==> src/rtl/enigma_seq_ctrl_if.sv <==
// Handshake and data bundle between the symbol source, the sequencer and the Enigma core.
// The sequencer takes the slave view; the environment driving it takes the master view.
interface enigma_seq_ctrl_if #(
  parameter int LEN_W  = 8,
  parameter int SYMB_W = 7
);
  logic                     msg_start_i;
  logic [LEN_W-1:0]         msg_len_i;
  logic                     symb_val_i;
  logic signed [SYMB_W-1:0] symbol_i;
  logic                     symb_rdy_o;
  logic                     rotors_rst_o;
  logic                     core_val_o;
  logic signed [SYMB_W-1:0] core_symb_o;
  logic                     core_val_i;
  logic signed [SYMB_W-1:0] core_symb_i;
  logic                     symb_val_o;
  logic signed [SYMB_W-1:0] symbol_o;
  logic                     last_o;
  logic                     done_o;
  logic                     err_o;
  logic                     busy_o;

  modport slave (
    input  msg_start_i, msg_len_i, symb_val_i, symbol_i, core_val_i, core_symb_i,
    output symb_rdy_o, rotors_rst_o, core_val_o, core_symb_o,
           symb_val_o, symbol_o, last_o, done_o, err_o, busy_o
  );

  modport master (
    output msg_start_i, msg_len_i, symb_val_i, symbol_i, core_val_i, core_symb_i,
    input  symb_rdy_o, rotors_rst_o, core_val_o, core_symb_o,
           symb_val_o, symbol_o, last_o, done_o, err_o, busy_o
  );
endinterface

==> src/rtl/enigma_seq_ctrl.sv <==
// Message sequencer for the Enigma core: pulses rotor reset per message, gates symbols
// into the core one per cycle, counts coded symbols back and flags last/done/timeout.
module enigma_seq_ctrl #(
  parameter int LEN_W   = 8,
  parameter int SYMB_W  = 7,
  parameter int TIMEOUT = 16
) (
  input logic              clk_i,
  input logic              rst_i,
  enigma_seq_ctrl_if.slave bus
);
  localparam int TO_W = $clog2(TIMEOUT + 1);

  localparam logic [2:0] S_IDLE   = 3'd0;
  localparam logic [2:0] S_ROTRST = 3'd1;
  localparam logic [2:0] S_RUN    = 3'd2;
  localparam logic [2:0] S_DRAIN  = 3'd3;
  localparam logic [2:0] S_DONE   = 3'd4;

  logic [2:0]               r_state;
  logic [LEN_W-1:0]         r_len;
  logic [LEN_W-1:0]         r_sent;
  logic [LEN_W-1:0]         r_recv;
  logic [TO_W-1:0]          r_to;
  logic                     r_err;
  logic                     r_core_val;
  logic signed [SYMB_W-1:0] r_core_symb;
  logic                     r_symb_val;
  logic signed [SYMB_W-1:0] r_symbol;
  logic                     r_last;

  logic             w_rdy;
  logic             w_accept;
  logic             w_ret;
  logic             w_count;
  logic             w_timeout;
  logic [LEN_W-1:0] w_sent_next;
  logic [LEN_W-1:0] w_recv_next;

  assign w_rdy       = (r_state == S_RUN) && (r_sent < r_len);
  assign w_accept    = w_rdy && bus.symb_val_i;
  // Returns beyond the message length, or outside a message, are dropped.
  assign w_ret       = (r_state != S_IDLE) && bus.core_val_i && (r_recv != r_len);
  assign w_sent_next = r_sent + {{(LEN_W-1){1'b0}}, w_accept};
  assign w_recv_next = r_recv + {{(LEN_W-1){1'b0}}, w_ret};
  assign w_count     = ((r_state == S_RUN) || (r_state == S_DRAIN)) &&
                       (r_sent > r_recv) && !bus.core_val_i;
  assign w_timeout   = w_count && (r_to == TO_W'(TIMEOUT - 1));

  always_ff @(posedge clk_i) begin
    if (rst_i) begin
      r_state     <= S_IDLE;
      r_len       <= '0;
      r_sent      <= '0;
      r_recv      <= '0;
      r_to        <= '0;
      r_err       <= 1'b0;
      r_core_val  <= 1'b0;
      r_core_symb <= '0;
      r_symb_val  <= 1'b0;
      r_symbol    <= '0;
      r_last      <= 1'b0;
    end else begin
      r_core_val <= w_accept;
      if (w_accept) r_core_symb <= bus.symbol_i;
      r_symb_val <= w_ret;
      if (w_ret) r_symbol <= bus.core_symb_i;
      r_last <= w_ret && (w_recv_next == r_len);
      r_sent <= w_sent_next;
      r_recv <= w_recv_next;
      if (bus.core_val_i)  r_to <= '0;
      else if (w_count)    r_to <= r_to + 1'b1;

      // NOTE: non-blocking assignments let the later per-state writes below override the
      // default counter updates above within the same clock edge.
      case (r_state)
        S_IDLE: begin
          if (bus.msg_start_i) begin
            r_len   <= bus.msg_len_i;
            r_sent  <= '0;
            r_recv  <= '0;
            r_to    <= '0;
            r_err   <= 1'b0;
            r_state <= S_ROTRST;
          end
        end
        S_ROTRST: r_state <= (r_len == '0) ? S_DONE : S_RUN;
        S_RUN: begin
          if (w_timeout) begin
            r_err   <= 1'b1;
            r_state <= S_DONE;
          end else if (w_accept && (w_sent_next == r_len)) begin
            r_state <= S_DRAIN;
          end
        end
        S_DRAIN: begin
          if (w_timeout) begin
            r_err   <= 1'b1;
            r_state <= S_DONE;
          end else if (w_recv_next == r_len) begin
            r_state <= S_DONE;
          end
        end
        S_DONE:  r_state <= S_IDLE;
        default: r_state <= S_IDLE;
      endcase
    end
  end

  assign bus.symb_rdy_o   = w_rdy;
  assign bus.rotors_rst_o = (r_state == S_ROTRST);
  assign bus.core_val_o   = r_core_val;
  assign bus.core_symb_o  = r_core_symb;
  assign bus.symb_val_o   = r_symb_val;
  assign bus.symbol_o     = r_symbol;
  assign bus.last_o       = r_last;
  assign bus.done_o       = (r_state == S_DONE);
  assign bus.err_o        = r_err;
  assign bus.busy_o       = (r_state != S_IDLE);
endmodule

==> src/flat_wrapper.sv <==
// flat-port wrapper written by rule: the top's interface ports become plain ports
module enigma_seq_ctrl_flat 
#(
  parameter int LEN_W   = 8,
  parameter int SYMB_W  = 7,
  parameter int TIMEOUT = 16
)
  (clk_i, rst_i, bus_msg_start_i, bus_msg_len_i, bus_symb_val_i, bus_symbol_i, bus_core_val_i, bus_core_symb_i, bus_symb_rdy_o, bus_rotors_rst_o, bus_core_val_o, bus_core_symb_o, bus_symb_val_o, bus_symbol_o, bus_last_o, bus_done_o, bus_err_o, bus_busy_o);
  enigma_seq_ctrl_if #(.LEN_W(LEN_W), .SYMB_W(SYMB_W)) bus_i ();
  input logic clk_i;
  input logic rst_i;
  input wire logic [$bits(bus_i.msg_start_i)-1:0] bus_msg_start_i;
  input wire logic [$bits(bus_i.msg_len_i)-1:0] bus_msg_len_i;
  input wire logic [$bits(bus_i.symb_val_i)-1:0] bus_symb_val_i;
  input wire logic [$bits(bus_i.symbol_i)-1:0] bus_symbol_i;
  input wire logic [$bits(bus_i.core_val_i)-1:0] bus_core_val_i;
  input wire logic [$bits(bus_i.core_symb_i)-1:0] bus_core_symb_i;
  output wire logic [$bits(bus_i.symb_rdy_o)-1:0] bus_symb_rdy_o;
  output wire logic [$bits(bus_i.rotors_rst_o)-1:0] bus_rotors_rst_o;
  output wire logic [$bits(bus_i.core_val_o)-1:0] bus_core_val_o;
  output wire logic [$bits(bus_i.core_symb_o)-1:0] bus_core_symb_o;
  output wire logic [$bits(bus_i.symb_val_o)-1:0] bus_symb_val_o;
  output wire logic [$bits(bus_i.symbol_o)-1:0] bus_symbol_o;
  output wire logic [$bits(bus_i.last_o)-1:0] bus_last_o;
  output wire logic [$bits(bus_i.done_o)-1:0] bus_done_o;
  output wire logic [$bits(bus_i.err_o)-1:0] bus_err_o;
  output wire logic [$bits(bus_i.busy_o)-1:0] bus_busy_o;
  assign bus_i.msg_start_i = bus_msg_start_i;
  assign bus_i.msg_len_i = bus_msg_len_i;
  assign bus_i.symb_val_i = bus_symb_val_i;
  assign bus_i.symbol_i = bus_symbol_i;
  assign bus_i.core_val_i = bus_core_val_i;
  assign bus_i.core_symb_i = bus_core_symb_i;
  assign bus_symb_rdy_o = bus_i.symb_rdy_o;
  assign bus_rotors_rst_o = bus_i.rotors_rst_o;
  assign bus_core_val_o = bus_i.core_val_o;
  assign bus_core_symb_o = bus_i.core_symb_o;
  assign bus_symb_val_o = bus_i.symb_val_o;
  assign bus_symbol_o = bus_i.symbol_o;
  assign bus_last_o = bus_i.last_o;
  assign bus_done_o = bus_i.done_o;
  assign bus_err_o = bus_i.err_o;
  assign bus_busy_o = bus_i.busy_o;
  enigma_seq_ctrl #(.LEN_W(LEN_W), .SYMB_W(SYMB_W), .TIMEOUT(TIMEOUT)) u_core (.clk_i(clk_i), .rst_i(rst_i), .bus(bus_i));
endmodule
==> config.mk <==
export PLATFORM = sky130hd
export DESIGN_NAME = enigma_seq_ctrl_flat
export DESIGN_NICKNAME = d
export VERILOG_FILES = /design/src/rtl/enigma_seq_ctrl_if.sv /design/src/rtl/enigma_seq_ctrl.sv /design/src/flat_wrapper.sv
export SDC_FILE = /design/constraint.sdc
export NUM_CORES = 1
export LEC_CHECK = 0
export ABC_AREA = 0
export CORE_MARGIN = 2
export CORE_UTILIZATION = 25
export DETAILED_ROUTE_END_ITERATION = 10
export HOLD_SLACK_MARGIN = 0.12
export PLACE_DENSITY = 0.41
export SLEW_MARGIN = 20
export SYNTH_ARGS = -nofsm -noshare
export SYNTH_HDL_FRONTEND = slang
export SYNTH_SLANG_ARGS = --single-unit
==> constraint.sdc <==
create_clock -name clk_i -period 9 [get_ports clk_i]
set_input_delay 1.8 -clock clk_i [delete_from_list [all_inputs] [get_ports clk_i]]
set_output_delay 1.8 -clock clk_i [all_outputs]
set_load 0.05 [all_outputs]
* Yosys cells after proc, flatten, opt, wreduce, memory -nomap -nowiden
Index checks and enable logic that the tools add are counted.
W data, S select, Z words.
** Word-level totals
- Flip-flop bits (word level) :: 50
- Bits of input ports :: 27
- Output and inout port bits :: 22
- Word-level logic and storage cells :: 65
** Operators by class
- $add $sub $neg :: 3
- Magnitude comparators :: 2
- Equal/unequal tests :: 12
- Multiplexer cells :: 18
- Reduce and logical (&&, ||, !) cells :: 19
** Operators with widths (count)
- $mux W8 :: 4
- $mux W5 :: 4
- $mux W3 :: 6
- $add A8 B1 Y8 :: 2
- $eq A8 B8 Y1 :: 2
- $pmux W3 S4 :: 1
- $logic_and A1 B1 Y1 :: 9
- $gt A8 B8 Y1 :: 1
- $logic_not A8 Y1 :: 1
- $lt A8 B8 Y1 :: 1
- $ne A8 B8 Y1 :: 1
- $eq A3 B2 Y1 const B :: 2
- $ne A3 B2 Y1 const B :: 2
- $reduce_and A3 Y1 :: 2
- $add A5 B1 Y5 const B :: 1
- $eq A5 B4 Y1 const B :: 1
- $eq A3 B1 Y1 const B :: 1
- $eq A3 B3 Y1 const B :: 1
- $logic_not A3 Y1 :: 1
- $reduce_bool A3 Y1 :: 1
- $mux W1 :: 2
- $ne A2 B1 Y1 const B :: 1
- $ne A2 B2 Y1 const B :: 1
- $pmux W1 S2 :: 1
- 5 further kinds :: 5

* Logic depth before layout (Yosys ltp)
- Depth after elaboration :: 9
- Mapped depth :: 16
- Mapped depth without buffers :: 14

* Least setup slack after synthesis
Ideal clock, no wire load.
- Kind :: register -> output
- Start point :: reg u_core.r_len[1]
- End point :: out bus_symb_rdy_o
- Data arrival time :: 2502 ps
- Slack :: 4698 ps
- Cell stages (with the launch flop) :: 7
- Path buffers :: 1
- Path through :: dfxtp_1 > clkbuf_1 > inv_1 > ha_1 > a21o_1 > a211o_1 > a211oi_1
** On the way
- Longest elaborated chain between the ends :: 2
** RTL lines
- start: declaration :: line enigma_seq_ctrl.sv:21 : logic [LEN_W-1:0] r_len;
- start signal: assignment :: line enigma_seq_ctrl.sv:79 : r_len <= bus.msg_len_i;
- $lt A8 B8 Y1 :: line enigma_seq_ctrl.sv:40 : assign w_rdy = (r_state == S_RUN) && (r_sent < r_len);
- $logic_and A1 B1 Y1 :: line enigma_seq_ctrl.sv:40
- end: declaration :: line flat_wrapper.sv:18 : output wire logic [$bits(bus_i.symb_rdy_o)-1:0] bus_symb_rdy_o;
No other way between the ends.

* Final worst setup path
- Start point :: in bus_core_val_i
- End point :: reg u_core.r_state[2]
** On the way
- Longest elaborated chain between the ends :: 6
- Elaborated cells on any way between the ends :: 13
- Those cells by class :: add/sub: 1; eq/ne: 3; mux: 3; reduce/logical: 6
** RTL lines
- start: declaration :: line flat_wrapper.sv:16 : input wire logic [$bits(bus_i.core_val_i)-1:0] bus_core_val_i;
- $logic_and A1 B1 Y1 (2 in a row) :: line enigma_seq_ctrl.sv:43 : assign w_ret = (r_state != S_IDLE) && bus.core_val_i && (r_recv != r_len);
- $add A8 B1 Y8 :: line enigma_seq_ctrl.sv:45 : assign w_recv_next = r_recv + {{(LEN_W-1){1'b0}}, w_ret};
- $eq A8 B8 Y1 :: line enigma_seq_ctrl.sv:100 : end else if (w_recv_next == r_len) begin
- $ne A3 B2 Y1 (no line)
- $reduce_and A3 Y1 (no line)
- end signal: assignment :: line enigma_seq_ctrl.sv:87 : S_ROTRST: r_state <= (r_len == '0) ? S_DONE : S_RUN;
- end: declaration :: line enigma_seq_ctrl.sv:20 : logic [2:0] r_state;
Several ways; a longest one is shown, not always the timed one.
A chain may end at the register's enable or synchronous reset.

==> results.md <==
- Post-Syn Instances: 322
- Net switching power figure: 143 µW
- Vias per cell: 4.57
- DR WL/cell: 14.2 µm
- Clock tree buffer depth: 2
- Setup TNS Final: 0 ps
- Initial Utilization: 25.4%
- Seq cells post-synth: 50
- WL final: 7.18 mm
- CTS buffer count: 5
- Slew margin rel.: 56.5%
- Avg Cell Area, Syn: 8.52 µm²
- Die ar.: 0.0118 mm²
- CP Class: input pin to flop
- Gr usage total: 12.9%
- Synth-to-layout area growth: 25.5%
- Hold WS: 472 ps
- FMAX: 216 MHz
- Sw Share: 30.6%
- Final min period: 4620 ps
- Slew Viols, Final: 0
- Cell internal pwr: 323 µW
- I/O pin count: 49
- GPL Wtd Cong: 0.751
- I/O Buffers: 48
- Number of global-route vias before repair: 2272
- Ratio of cells with drive above 1 in the final layout: 3.01%
- Worst Hold Class: flop to flop
- Synth warnings: 0
- Final hold violation count: 0
- Row count: 38
- Sequential share of power: 51.3%
- Die Y: 109 µm
- Arr. time, crit path: 4860 ps
- Unrepaired setup endpoints after global routing: false
- Fraction of registers with async set/reset: 0%
- Crit. End Element: flop
- Initial DRC Count: 79
- Post-DRT Antenna Nets: 0
- Logic pwr share: 20.5%
- Primary FF master, synth: dfxtp_1
- CTS H-tree depth: 2
- Hold buffer count at cts: 0
- Syn Nets: 370
- First-pass GRT wire length: 11.7 mm
- Final HPWL DP: 5.50 mm
- Nets@finish: 414
- Hold path cells: 2
- Number of flops mapped to enable cells by yosys: 0
- Worst-path maximum fanout: 9
- Gates resized, CTS repair: 0
- Max Cap Violations: 0
- Grt ovf: 0
- DRC viols: 0
- Proportion of power drawn by the clock network: 28.2%
- Diode count: 0
- Worst-path clk slew: 100 ps
- Core area: 0.0108 mm²
- Status: completed
- Worst reg-to-reg path cell count: 12
- Worst VDD drop: 0.0597 mV
- Setup bufs post-CTS: 0
- Largest net degree at the start of global routing: 32
- Die W: 109 µm
- Worst skew pair latency: 300 ps
- Leakage Power: 0.00129 µW
- Final Cycle Share: 51.3%
- P per Cell Area: 135 mW/mm²
- Vias: 2314
- Layout fillers: 1131
- CP required: 9240 ps
- Clock sink count: 50
- Final Setup Violations: 0
- Mapped Area: 0.00274 mm²
- Clock Skew: 7.64 ps
- CTS tree: yes
- Sequential cell area fraction in the yosys report: 36.5%
- Worst-margin pin slew: 643 ps
- Cell variety after synth: 42
- Initial antenna violation count: 0
- 1st-pass router iterations: 4
- Crit start category: input pin
- Root buf cell: clkbuf_8
cell families (layout without fill, tap and decap cells):
logic type,count (synthesis),after routing,share of synthesized area (%)
compound gates,46,46,10.8
mux,18,18,6.61
buf+inv,34,78,4.93
xor+xnor,32,32,10.2
fa+ha+maj,21,21,9.58
flops,50,50,36.5
simple gates,121,121,21.4
through the flow:
step | worst slack [ps] | total power [µW] | utilization, % | cell area (µm²) | instances
finish | 4380 | 465 | 31.9 | 3440 | 506
CTS | 4320 | 475 | 31.9 | 3440 | 506
floorplan | 4700 | 303 | - | 2740 | 322
detailed placement | 4070 | 341 | 31.2 | 3360 | 499
global route | 4190 | 494 | 31.9 | 3440 | 506
global placement | 4160 | 341 | 31.2 | 3360 | 499
flip-flops by register name, indices dropped and copies added (netlist names):
register,count
u_core.bus.core_symb_o,7
u_core.bus.last_o,1
u_core.r_state,3
u_core.r_recv,8
u_core.r_len,8
u_core.bus.symb_val_o,1
u_core.bus.core_val_o,1
u_core.bus.symbol_o,7
u_core.r_sent,8
u_core.bus.err_o,1
u_core.r_to,5
synth_stat cells (3+ instances only):
library cell | number | share of area, %
or3_1 | 4 | 0.91
nor4_1 | 4 | 0.91
o211ai_1 | 4 | 1.1
inv_1 | 21 | 2.9
xnor2_1 | 19 | 6.1
mux2i_1 | 17 | 6.2
and4_1 | 3 | 0.96
nand2_1 | 27 | 3.7
xor2_1 | 13 | 4.2
nand3_1 | 10 | 1.8
buf_2 | 3 | 0.55
a21oi_1 | 21 | 3.8
nand2b_1 | 3 | 0.68
nor2b_1 | 4 | 0.91
clkbuf_1 | 9 | 1.2
nand4_1 | 8 | 1.8
o21ai_0 | 3 | 0.55
nor2_1 | 38 | 5.2
a21o_1 | 4 | 1.1
nor3_1 | 7 | 1.3
ha_1 | 21 | 9.6
and2_1 | 6 | 1.4
dfxtp_1 | 50 | 36
power groups by stage:
stage	Combinational (µW)	Sequential [µW]	Clock, µW
after floorplan	56.2	247	0
after global placement	96.2	245	0
after detailed placement	96.5	244	0
after CTS	96.8	239	139
after global routing	105	240	149
final	95.3	239	131
worst paths after layout:
path	to	slack (ps)	from
setup / recovery	u_core.r_state[2]$_SDFFE_PP0P_	4380	bus_core_val_i
hold / removal	u_core.bus.err_o$_SDFFE_PP0P_	470	u_core.bus.err_o$_SDFFE_PP0P_
setup reg to reg	u_core.r_state[2]$_SDFFE_PP0P_	5340	u_core.r_recv[4]$_SDFF_PP0_
hold reg to reg	u_core.bus.err_o$_SDFFE_PP0P_	470	u_core.bus.err_o$_SDFFE_PP0P_
cell usage in the layout (no fill, tap or decap), types with 2 or more instances in the layout:
cell | Yosys | routed
dfxtp_1 | 50 | 50
clkdlybuf4s50_1 | 0 | 48
nor2_1 | 38 | 38
nand2_1 | 27 | 27
inv_1 | 21 | 21
a21oi_1 | 21 | 21
ha_1 | 21 | 21
xnor2_1 | 19 | 19
mux2i_1 | 17 | 17
xor2_1 | 13 | 13
nand3_1 | 10 | 10
nand4_1 | 8 | 8
nor3_1 | 7 | 7
and2_1 | 6 | 6
clkbuf_8 | 0 | 5
a21o_1 | 4 | 4
nor2b_1 | 4 | 4
or3_1 | 4 | 4
o211ai_1 | 4 | 4
nor4_1 | 4 | 4
nand2b_1 | 3 | 3
and4_1 | 3 | 3
o21ai_0 | 3 | 3
o211a_1 | 2 | 2
and3_1 | 2 | 2
o21ai_1 | 2 | 2
nor3b_1 | 2 | 2
buf_4 | 1 | 2
routing by layer:
layer	wire length [µm]	global-route usage, %
met5	0	0
met4	87	3.30
met3	363	3.53
met2	3540	22.8
met1	3190	15.3
critical path: stages:
cell             delay (ps)
clkdlybuf4s50_1         500
o211a_1                 450
ha_1                    270
ha_1                    220
nand3_1                 210
or3_1                   420
a211oi_2                220
o311ai_1                230
a311o_1                 400
a21oi_1                 130
area by class of cell:
class | count | area (µm²) | area share [%]
multi-input cells | 238 | 1610 | 46.8
flip-flops and latches | 50 | 1000 | 29.1
repair buffers | 50 | 495 | 14.4
well taps | 140 | 175 | 5.09
inverters | 21 | 78.8 | 2.29
clock buffers | 6 | 72.6 | 2.11
clock inverters | 1 | 7.51 | 0.218
Power figures use the tool's default switching activity.
